## config.mk

```make
export PLATFORM = sky130hd
export DESIGN_NAME = dffnsnq_preset_seq
export DESIGN_NICKNAME = d
export VERILOG_FILES = /design/src/rtl/dffnsnq_preset_seq.sv
export SDC_FILE = /design/constraint.sdc
export NUM_CORES = 1
export LEC_CHECK = 0
export ABC_CLOCK_PERIOD_IN_PS = 2600
export CORE_MARGIN = 2
export CORE_UTILIZATION = 56
export DETAILED_ROUTE_END_ITERATION = 10
export GPL_ROUTABILITY_DRIVEN = 0
export PLACE_DENSITY = 0.8
export SLEW_MARGIN = 20
export SYNTH_ARGS = -nofsm -noshare
export SYNTH_HDL_FRONTEND = slang
export SYNTH_SLANG_ARGS = --single-unit
```

## constraint.sdc

```tcl
create_clock -name CLK -period 2.6 [get_ports CLK]
set_input_delay 0.52 -clock CLK [delete_from_list [all_inputs] [get_ports CLK]]
set_output_delay 0.52 -clock CLK [all_outputs]
set_load 0.01 [all_outputs]
```

## src/rtl/dffnsnq_preset_seq.sv

```systemverilog
// Staggered SETN preset sequencer for a bank of negative-edge set-flop groups.
// Gates the bank clock enable around each preset and pulses DONE when the mask is exhausted.
module dffnsnq_preset_seq #(
   parameter int NGRP    = 4,
   parameter int GATE_W  = 1,
   parameter int PULSE_W = 2,
   parameter int REC_W   = 2,
   parameter int CNT_W   = 4
) (
   input  logic            CLK,
   input  logic            RST,
   input  logic            REQ,
   input  logic [NGRP-1:0] MASK,
   output logic            BUSY,
   output logic            DONE,
   output logic [NGRP-1:0] SETN,
   output logic            CLK_EN,
   output logic [3:0]      CUR_GRP
);

   localparam int GATE_E  = (GATE_W  < 1) ? 1 : GATE_W;
   localparam int PULSE_E = (PULSE_W < 1) ? 1 : PULSE_W;
   localparam int REC_E   = (REC_W   < 1) ? 1 : REC_W;

   localparam logic [CNT_W-1:0] GATE_LD  = CNT_W'(GATE_E - 1);
   localparam logic [CNT_W-1:0] PULSE_LD = CNT_W'(PULSE_E - 1);
   localparam logic [CNT_W-1:0] REC_LD   = CNT_W'(REC_E - 1);

   localparam logic [2:0] S_IDLE  = 3'd0;
   localparam logic [2:0] S_GATE  = 3'd1;
   localparam logic [2:0] S_SET   = 3'd2;
   localparam logic [2:0] S_RECOV = 3'd3;
   localparam logic [2:0] S_FIN   = 3'd4;

   logic [2:0]      state_q, state_d;
   logic [CNT_W-1:0] cnt_q, cnt_d;
   logic [NGRP-1:0] mask_q, mask_d;
   logic [3:0]      grp_q, grp_d;
   logic [NGRP-1:0] setn_q, setn_d;
   logic            clk_en_q, clk_en_d;
   logic            busy_q, busy_d;
   logic            done_q, done_d;
   logic [3:0]      cur_grp_q, cur_grp_d;
   logic [3:0]      low_grp;

   function automatic logic [3:0] lowest(input logic [NGRP-1:0] m);
      logic [3:0] r;
      r = '0;
      for (int i = NGRP - 1; i >= 0; i--) begin
         if (m[i]) r = 4'(i);
      end
      return r;
   endfunction

   always_comb begin
      low_grp = lowest(mask_q);
   end

   // Next-state logic; entering SET removes the chosen group from the pending mask.
   always_comb begin
      state_d = state_q;
      cnt_d   = cnt_q;
      mask_d  = mask_q;
      grp_d   = grp_q;
      case (state_q)
         S_IDLE: begin
            if (REQ) begin
               if (MASK != '0) begin
                  mask_d  = MASK;
                  cnt_d   = GATE_LD;
                  state_d = S_GATE;
               end else begin
                  state_d = S_FIN;
               end
            end
         end
         S_GATE, S_RECOV: begin
            if (cnt_q != '0) begin
               cnt_d = cnt_q - 1'b1;
            end else if (mask_q != '0) begin
               grp_d   = low_grp;
               cnt_d   = PULSE_LD;
               state_d = S_SET;
               for (int i = 0; i < NGRP; i++) begin
                  if (4'(i) == low_grp) mask_d[i] = 1'b0;
               end
            end else begin
               state_d = S_FIN;
            end
         end
         S_SET: begin
            if (cnt_q != '0) begin
               cnt_d = cnt_q - 1'b1;
            end else begin
               cnt_d   = REC_LD;
               state_d = S_RECOV;
            end
         end
         S_FIN: begin
            state_d = S_IDLE;
         end
         default: begin
            state_d = S_IDLE;
         end
      endcase
   end

   // Outputs are decoded from the next state so they can be registered with no input-to-output path.
   always_comb begin
      clk_en_d  = (state_d == S_IDLE) || (state_d == S_FIN);
      busy_d    = (state_d != S_IDLE);
      done_d    = (state_d == S_FIN);
      cur_grp_d = ((state_d == S_SET) || (state_d == S_RECOV)) ? grp_d : 4'd0;
      setn_d    = '1;
      for (int i = 0; i < NGRP; i++) begin
         if ((state_d == S_SET) && (grp_d == 4'(i))) setn_d[i] = 1'b0;
      end
   end

   always_ff @(posedge CLK) begin
      if (RST) begin
         state_q   <= S_IDLE;
         cnt_q     <= '0;
         mask_q    <= '0;
         grp_q     <= '0;
         setn_q    <= '1;
         clk_en_q  <= 1'b1;
         busy_q    <= 1'b0;
         done_q    <= 1'b0;
         cur_grp_q <= '0;
      end else begin
         state_q   <= state_d;
         cnt_q     <= cnt_d;
         mask_q    <= mask_d;
         grp_q     <= grp_d;
         setn_q    <= setn_d;
         clk_en_q  <= clk_en_d;
         busy_q    <= busy_d;
         done_q    <= done_d;
         cur_grp_q <= cur_grp_d;
      end
   end

   assign SETN    = setn_q;
   assign CLK_EN  = clk_en_q;
   assign BUSY    = busy_q;
   assign DONE    = done_q;
   assign CUR_GRP = cur_grp_q;

endmodule

```

==> results of run 1 <==
## metal layers
metal | routed length (um) | up-vias | global-route usage (%)
li1 | - | 496 | -
met1 | 1060 | 480 | 25.5
met2 | 1160 | 50 | 38.0
met3 | 129 | 6 | 3.03
met4 | 44 | 0 | 10.6
met5 | 0 | - | 0
## power by group
part | switching, mW | leakage, nW | internal [mW]
Sequential | 0.107 | 0.212 | 0.487
Clock | 0.112 | 0.0210 | 0.0855
Combinational | 0.451 | 0.274 | 0.323
## stage by stage
step	setup slack, ps	hold WS [ps]	cells
final	570	470	166
after global routing	364	501	166
after CTS	579	473	166
after detailed placement	514	446	162
after global placement	552	439	162
after floorplan	943	428	121
## layout by cell type (no fill, tap or decap), types with 4 or more instances in the layout
| cell | count |
|---|---|
| dfxtp_1 | 26 |
| nor2_1 | 17 |
| clkdlybuf4s50_1 | 17 |
| nand2_1 | 6 |
| nand3_1 | 5 |
| nor3_1 | 5 |
| nand2b_1 | 4 |
| a21oi_1 | 4 |
## flip-flops by register name (all words and copies together), names as in the netlist
name and count:
CLK_EN 1, state_q 3, mask_q 4, SETN 4
CUR_GRP 4, DONE 1, grp_q 4, BUSY 1
cnt_q 4
## final cells by class
type                    instances  area [sq um]
clock buffers                   4          36.3
well taps                      27          33.8
fillers                       155           569
flip-flops and latches         26           520
inverters                       3          11.3
multi-input cells              88           633
repair buffers                 18           178
## synth_stat cells (2+ instances only)
library cell / instances / area (sq um)
or3b_2: 2 / 17.5
a21oi_1: 4 / 20.0
nand4_1: 2 / 12.5
nand2b_1: 4 / 25.0
ha_1: 2 / 25.0
nor2_1: 17 / 63.8
or4_1: 2 / 15.0
nand3b_1: 3 / 22.5
a22oi_1: 2 / 15.0
or2_2: 2 / 12.5
nand2_1: 6 / 22.5
nand3_1: 5 / 25.0
nand4b_1: 2 / 17.5
buf_2: 3 / 15.0
dfxtp_1: 26 / 521
and2_2: 2 / 15.0
inv_1: 3 / 11.3
o22ai_1: 2 / 12.5
nor3_1: 5 / 25.0
## logic make-up after synthesis
logic type | synth area share, %
AOI/OAI and AO/OA | 21.2
adders and majority gates | 2.11
buffers and inverters | 2.54
DFF | 44.0
and+or+nand+nor | 30.1
## path summary, 6_finish.rpt
check	start	end	slack (ps)	cells past startpoint
hold / removal	grp_q[3]$_SDFF_PP0_	grp_q[3]$_SDFF_PP0_	470	2
setup reg to reg	cnt_q[0]$_SDFFE_PP0P_	SETN[0]$_SDFF_PP1_	570	6
hold reg to reg	grp_q[3]$_SDFF_PP0_	grp_q[3]$_SDFF_PP0_	470	2
setup / recovery	cnt_q[0]$_SDFFE_PP0P_	SETN[0]$_SDFF_PP1_	570	6
## worst max-delay path, stage by stage, from the launching register on
cell	delay, ps
dfxtp_1	370
inv_1	90
ha_1	180
nor3b_2	520
nand3_1	250
a211oi_2	380
nand4_1	130
==> out/qor.txt, run 1 <==
DRC Markers = 0
Slew @ Worst Pin = 592 ps
Post-synth ARST share = 0%
crit path time final = 2030 ps
Slew Viols, Final = 0
top_reg_cell synth = dfxtp_1
crit end category = register
Setup TNS = 0 ps
yosys warns = 0
Final Util = 71.3%
DR vias = 1,032
CTS H-tree depth = 1
syn avg cell area = 9.78 sq um
CP Data Required Time = 2790 ps
final net count = 149
Tightest Hold Check Type = reg2reg
P_leak = 0.507 nW
P&R area growth vs syn = 19.3%
largest net degree at the start of global routing = 15
RSZ-0062 raised after global routing = false
drt first pass iters = 4
FMAX = 493 MHz
max-cap violations = 0
number of synthesized flops with an enable pin = 0
Crit Path Max Fanout = 8
CTS Buf Count = 3
Syn Inst Count = 121
Slew headroom = 60.3%
sequential share of the synthesized area = 44.0%
vias in the first global route = 1,000
Final setup viols = 0
initial antenna violation count = 0
Vias/cell = 6.22
hold buffers post-CTS = 0
die area = 0.00250 sq mm
syn nets = 130
DIE HEIGHT = 50.0 um
remaining antenna violation count = 0
PwrDens = 1110 mW/mm^2
Clock Tree Buf Depth = 2
Setup Buffers After CTS = 0
period utilization = 78.1%
WL/cell = 14.4 um
status = finished clean
gr usage total = 21.6%
share of cells above drive strength 1 = 15.8%
core box area = 0.00198 sq mm
starting density of the core = 59.7%
Final Hold Vio Count = 0
GRT overflow = 0
port bufs = 17
CP arrival = 2220 ps
Site Rows = 16
clock-pin slew on the worst setup and hold paths = 130 ps
Ant. Diodes = 0
hpwl dp = 1770 um
TritonCTS clock tree = done
Overall Power = 1.56 mW
flops & latches, synth = 26
crit start category = register
first-pass GRT wire length = 4220 um
design area = 0.00141 sq mm
CP Class = reg2reg
Die Span X = 50.0 um
# IOs = 18
Worst Skew = 3.48 ps
Placed Area = 0.00138 sq mm
Yosys cell types = 46
Worst-Skew Late Latency = 310 ps
Post-CTS Resized = 0
CTS root buf = clkbuf_4
Post-Route WL = 2390 um
Max VDD drop = 751 uV
DRT iter0 DRCs = 28
Sink Count = 26
Mapped Area = 0.00118 sq mm
Power figures use the tool's default switching activity.
==> run 2: changes to the inputs <==
--- a/config.mk
+++ b/config.mk
@@ -5,12 +5,13 @@
 export SDC_FILE = /design/constraint.sdc
 export NUM_CORES = 1
 export LEC_CHECK = 0
-export ABC_CLOCK_PERIOD_IN_PS = 2600
+export ABC_CLOCK_PERIOD_IN_PS = 2130
+export CORE_ASPECT_RATIO = 1.75
 export CORE_MARGIN = 2
-export CORE_UTILIZATION = 56
+export CORE_UTILIZATION = 52
 export DETAILED_ROUTE_END_ITERATION = 10
 export GPL_ROUTABILITY_DRIVEN = 0
-export PLACE_DENSITY = 0.8
+export PLACE_DENSITY = 0.75
 export SLEW_MARGIN = 20
 export SYNTH_ARGS = -nofsm -noshare
 export SYNTH_HDL_FRONTEND = slang
==> constraint.sdc (replaced) <==
create_clock -name CLK -period 2.13 [get_ports CLK]
set_input_delay 0.426 -clock CLK [delete_from_list [all_inputs] [get_ports CLK]]
set_output_delay 0.426 -clock CLK [all_outputs]
set_load 0.01 [all_outputs]
==> run 2 against run 1 <==
Effect of this change: final cell count did not move; utilization fell by 3.0 points; non-clock buffer count rose by 3; critical path depth did not move; register-to-register slack got worse by 340 ps; maximum frequency rose by 7.1%.
==> out/qor.txt, run 2 (synthesized netlist as in run 1, its figures left out) <==
Slew headroom = 70.9%
most frequent cells in the layout = 26 x dfxtp_1, 17 x nor2_1, 17 x clkdlybuf4s50_1
Crit Path Max Fanout = 6
crit path time final = 1900 ps
Worst Skew = 3.78 ps
Hold WS = 474 ps
DRC Markers = 0
commonest non-fill, non-tap cell in the layout = dfxtp_1
Clock Tree Buf Depth = 2
Worst-Skew Late Latency = 340 ps
Post-Route WL = 2500 um
hold depth = 2
core box area = 0.00212 sq mm
GRT overflow = 0
hold buffers post-CTS = 0
CTS Buf Count = 3
CP Class = reg2reg
Slew @ Worst Pin = 435 ps
CTS H-tree depth = 1
port bufs = 17
largest net degree at the start of global routing = 16
crit end category = register
crit start category = register
Final Hold Vio Count = 0
Die Span X = 40.1 um
Setup Buffers After CTS = 0
status = finished clean
final net count = 152
Post-CTS Resized = 0
remaining antenna violation count = 0
max-cap violations = 0
P&R area growth vs syn = 22.3%
DR vias = 1,000
TritonCTS clock tree = done
WL/cell = 15.0 um
non-filler cells, final = 166
Final setup viols = 0
Psw = 0.852 mW
CP Data Required Time = 2410 ps
Tightest Hold Check Type = reg2reg
Inst Count DP = 162
DRT iter0 DRCs = 33
gr usage total = 22.7%
DIE HEIGHT = 67.1 um
initial antenna violation count = 0
drt first pass iters = 4
R2R depth = 6
Net Sw Frac = 40.5%
Clock power frac = 16.3%
Internal = 1.25 mW
Sink Count = 26
Ant. Diodes = 0
Vias/cell = 6.02
Site Rows = 22
die area = 0.00269 sq mm
P_leak = 0.527 nW
period utilization = 89.0%
vias in the first global route = 975
Slew Viols, Final = 0
CP arrival = 2180 ps
PwrDens = 1450 mW/mm^2
Seq pwr share = 34.3%
Max VDD drop = 844 uV
starting density of the core = 55.8%
first-pass GRT wire length = 4240 um
# IOs = 18
Combinational Power Share = 49.3%
Setup TNS = 0 ps
clock-pin slew on the worst setup and hold paths = 140 ps
hpwl dp = 1930 um
CTS root buf = clkbuf_4
share of cells above drive strength 1 = 17.6%
RSZ-0062 raised after global routing = false
FMAX = 527 MHz
run 2: routing by layer:
layer	track usage, %	wire [um]	vias up
met2	38.7	1290	26
met3	2.00	72	5
met4	12.1	55	0
met1	26.2	1080	471
li1	-	-	498
met5	0	0	-
run 2: layout make-up:
| type | count | area (sq um) |
|---|---|---|
| inverter | 3 | 11.3 |
| timing repair buffer | 21 | 200 |
| tap | 24 | 30.0 |
| clock inverter | 1 | 30.0 |
| clock buffer | 3 | 22.5 |
| multi-input combinational | 88 | 633 |
| sequential | 26 | 520 |
| fill | 186 | 672 |
run 2: worst max-delay path, cell delays in order (launching register included):
cell     delay, ps
dfxtp_1        420
inv_1           80
ha_1           230
or3b_1         330
nand3_1        170
or3b_2         480
a21oi_1        130
run 2: metrics by stage:
step / area, sq um / total power, mW / utilization, % / setup WS, ps
2_1_floorplan: 1180 / 1.43 / - / 473
3_3_place_gp: 1400 / 1.73 / 65.8 / 148
3_5_place_dp: 1400 / 1.76 / 65.8 / 115
4_1_cts: 1450 / 2.10 / 68.3 / 251
5_1_grt: 1450 / 2.24 / 68.3 / 157
6_report: 1450 / 2.11 / 68.3 / 234
run 2: power by group through the flow:
stage | Combinational [mW] | Sequential, mW | Clock [mW]
2_1_floorplan | 0.735 | 0.697 | 0
3_3_place_gp | 1.00 | 0.726 | 0
3_5_place_dp | 1.03 | 0.731 | 0
4_1_cts | 1.03 | 0.719 | 0.345
5_1_grt | 1.14 | 0.740 | 0.363
6_report | 1.04 | 0.723 | 0.344
run 2: path summary, 6_finish.rpt:
path	startpoint	end	slack, ps
setup / recovery	cnt_q[0]$_SDFFE_PP0P_	cnt_q[2]$_SDFFE_PP0P_	230
setup reg to reg	cnt_q[0]$_SDFFE_PP0P_	cnt_q[2]$_SDFFE_PP0P_	230
hold reg to reg	grp_q[3]$_SDFF_PP0_	grp_q[3]$_SDFF_PP0_	470
hold / removal	grp_q[3]$_SDFF_PP0_	grp_q[3]$_SDFF_PP0_	470
==> run 3: changes to the inputs <==
--- a/config.mk
+++ b/config.mk
@@ -12,6 +12,7 @@
 export DETAILED_ROUTE_END_ITERATION = 10
 export GPL_ROUTABILITY_DRIVEN = 0
 export PLACE_DENSITY = 0.75
+export SETUP_SLACK_MARGIN = 0.5
 export SLEW_MARGIN = 20
 export SYNTH_ARGS = -nofsm -noshare
 export SYNTH_HDL_FRONTEND = slang
==> run 3 against run 2 <==
Effect of this change: register-to-register slack improved by 220 ps; final cell count rose by 6.0%; via count rose by 7.1%; combinational power rose by 49%; die area did not move; routed wire length rose by 19%; non-clock buffer count rose by 10; sequential cell count did not move; design area rose by 20%; critical endpoint is now CUR_GRP[2]$_SDFF_PP0_; largest power group unchanged.
==> out/qor.txt, run 3 (synthesized netlist as in run 1, its figures left out) <==
DR vias = 1,071
Slew Viols, Final = 0
P&R area growth vs syn = 46.7%
DRC Markers = 0
Die Span X = 40.1 um
Site Rows = 22
status = finished clean
Slew headroom = 72.6%
CP startpoint = mask_q[1]$_SDFFE_PP0P_
Internal = 1.52 mW
Largest delay share family, worst path = simple AND/OR/NAND/NOR gates
die area = 0.00269 sq mm
hold buffers post-CTS = 0
Clock Tree Buf Depth = 2
Ant. Diodes = 0
Vias/cell = 6.09
crit path time final = 1680 ps
fill count = 125
remaining antenna violation count = 0
HP Start = MASK[0]
crit path cell chain = or4_4, buf_4, nand3_2, buf_4, nand2_1, nor3_1
worst path buffer plus inverter count = 2
hold endpoint = mask_q[0]$_SDFFE_PP0P_
Worst path max stage delay = 640 ps
Crit Path Max Fanout = 6
Worst Skew = 9.44 ps
commonest non-fill, non-tap cell in the layout = dfxtp_1
Post-Route WL = 2980 um
gr usage total = 24.6%
Sink Count = 26
starting density of the core = 55.8%
Net Sw Frac = 42.4%
CP arrival = 1930 ps
share of cells above drive strength 1 = 37.5%
drt first pass iters = 4
Final setup viols = 0
CTS Buf Count = 3
final net count = 162
FMAX = 596 MHz
DRT iter0 DRCs = 29
largest net degree at the start of global routing = 16
crit end category = register
Combinational Power Share = 58.7%
Slew @ Worst Pin = 409 ps
initial antenna violation count = 0
GRT overflow = 0
RSZ-0062 raised after global routing = true
Inst Count DP = 159
port bufs = 17
R2R Setup Slk = 450 ps
area of the multi-input gates = 798 sq um
crit start category = register
Worst-Skew Late Latency = 320 ps
period utilization = 78.8%
Tightest Hold Check Type = in2reg
P_leak = 0.745 nW
PwrDens = 1520 mW/mm^2
Register Area = 527 sq um
Clock power frac = 12.6%
RR Endpoint = CUR_GRP[2]$_SDFF_PP0_
hold depth = 3
CP Class = reg2reg
vias in the first global route = 1,045
# IOs = 18
Max VDD drop = 1190 uV
hpwl dp = 1900 um
max-cap violations = 0
CTS root buf = clkbuf_4
TritonCTS clock tree = done
CTS H-tree depth = 1
clock-pin slew on the worst setup and hold paths = 140 ps
R2R Path Start = mask_q[1]$_SDFFE_PP0P_
non-filler cells, final = 176
first-pass GRT wire length = 4650 um
R2R depth = 6
CP max stage cell = or4_4
CP Data Required Time = 2380 ps
WL/cell = 16.9 um
DIE HEIGHT = 67.1 um
most frequent cells in the layout = 21 x dfxtp_1, 16 x nor2_1, 14 x dlymetal6s2s_1
core box area = 0.00212 sq mm
Final Hold Vio Count = 0
Hold WS = 441 ps
Setup TNS = 0 ps
crit-path most repeated cell = buf_4
Seq pwr share = 28.6%
Psw = 1.12 mW
==> run 3: changes by cell type in the layout (fill, tap and decap cells not counted), sizes merged <==
| cell | previous run | this run |
|---|---|---|
| clkdlybuf4s50 | 17 | 3 |
| buf | 4 | 14 |
| dlymetal6s2s | 0 | 14 |
==> run 3: worst max-delay path by stage <==
stage                                  end  slack (ps)  depth (start not counted)
global placement    mask_q[3]$_SDFFE_PP0P_         120                          5
floorplan            cnt_q[2]$_SDFFE_PP0P_         510                          7
CTS                     SETN[2]$_SDFF_PP1_         470                          7
finish               CUR_GRP[2]$_SDFF_PP0_         450                          6
global route            SETN[2]$_SDFF_PP1_         370                          4
detailed placement  mask_q[3]$_SDFFE_PP0P_         120                          5
==> run 3: stage by stage <==
| stage | setup slack, ps | total power, mW | util, % | area [sq um] |
|---|---|---|---|---|
| 6_report | 452 | 2.64 | 81.9 | 1740 |
| 5_1_grt | 368 | 2.78 | 81.9 | 1740 |
| 4_1_cts | 469 | 2.34 | 73.8 | 1560 |
| 3_5_place_dp | 123 | 1.70 | 65.1 | 1380 |
| 3_3_place_gp | 122 | 1.67 | 65.1 | 1380 |
| 2_1_floorplan | 513 | 1.47 | - | 1190 |
==> run 3: what timing repair did <==
item                                    4_1_cts  5_1_grt
pin swaps                                    11       13
buffers inserted                              7        6
endpoints found under the setup margin       17       26
gates resized for setup                      21       30
==> run 3: routing by layer <==
metal / vias to the layer above / track usage, % / wire (um)
met4: 0 / 6.03 / 14
li1: 525 / - / -
met3: 2 / 3.00 / 86
met1: 522 / 28.1 / 1210
met5: - / 0 / 0
met2: 22 / 45.0 / 1660
==> run 3: power groups by stage <==
stage               Sequential (mW)  Combinational, mW  Clock (mW)
finish                        0.756               1.55       0.333
global route                  0.772               1.64       0.362
CTS                           0.732               1.27       0.341
detailed placement            0.737              0.959           0
global placement              0.729              0.943           0
floorplan                     0.701              0.771           0
==> run 3: final cells by class <==
class / count / share of cell area, %
well taps: 24 / 1.73
clock buffers: 3 / 1.30
inverters: 3 / 0.648
repair buffers: 31 / 18.3
flip-flops and latches: 26 / 30.3
clock inverters: 1 / 1.73
multi-input cells: 88 / 46.0
==> run 3: tightest hold or removal path, delay by kind of cell <==
family,cells,cell delay (ps)
AO/OA/AOI/OAI,1,70
AND/OR/NAND/NOR,1,90
buffers and inverters,1,140
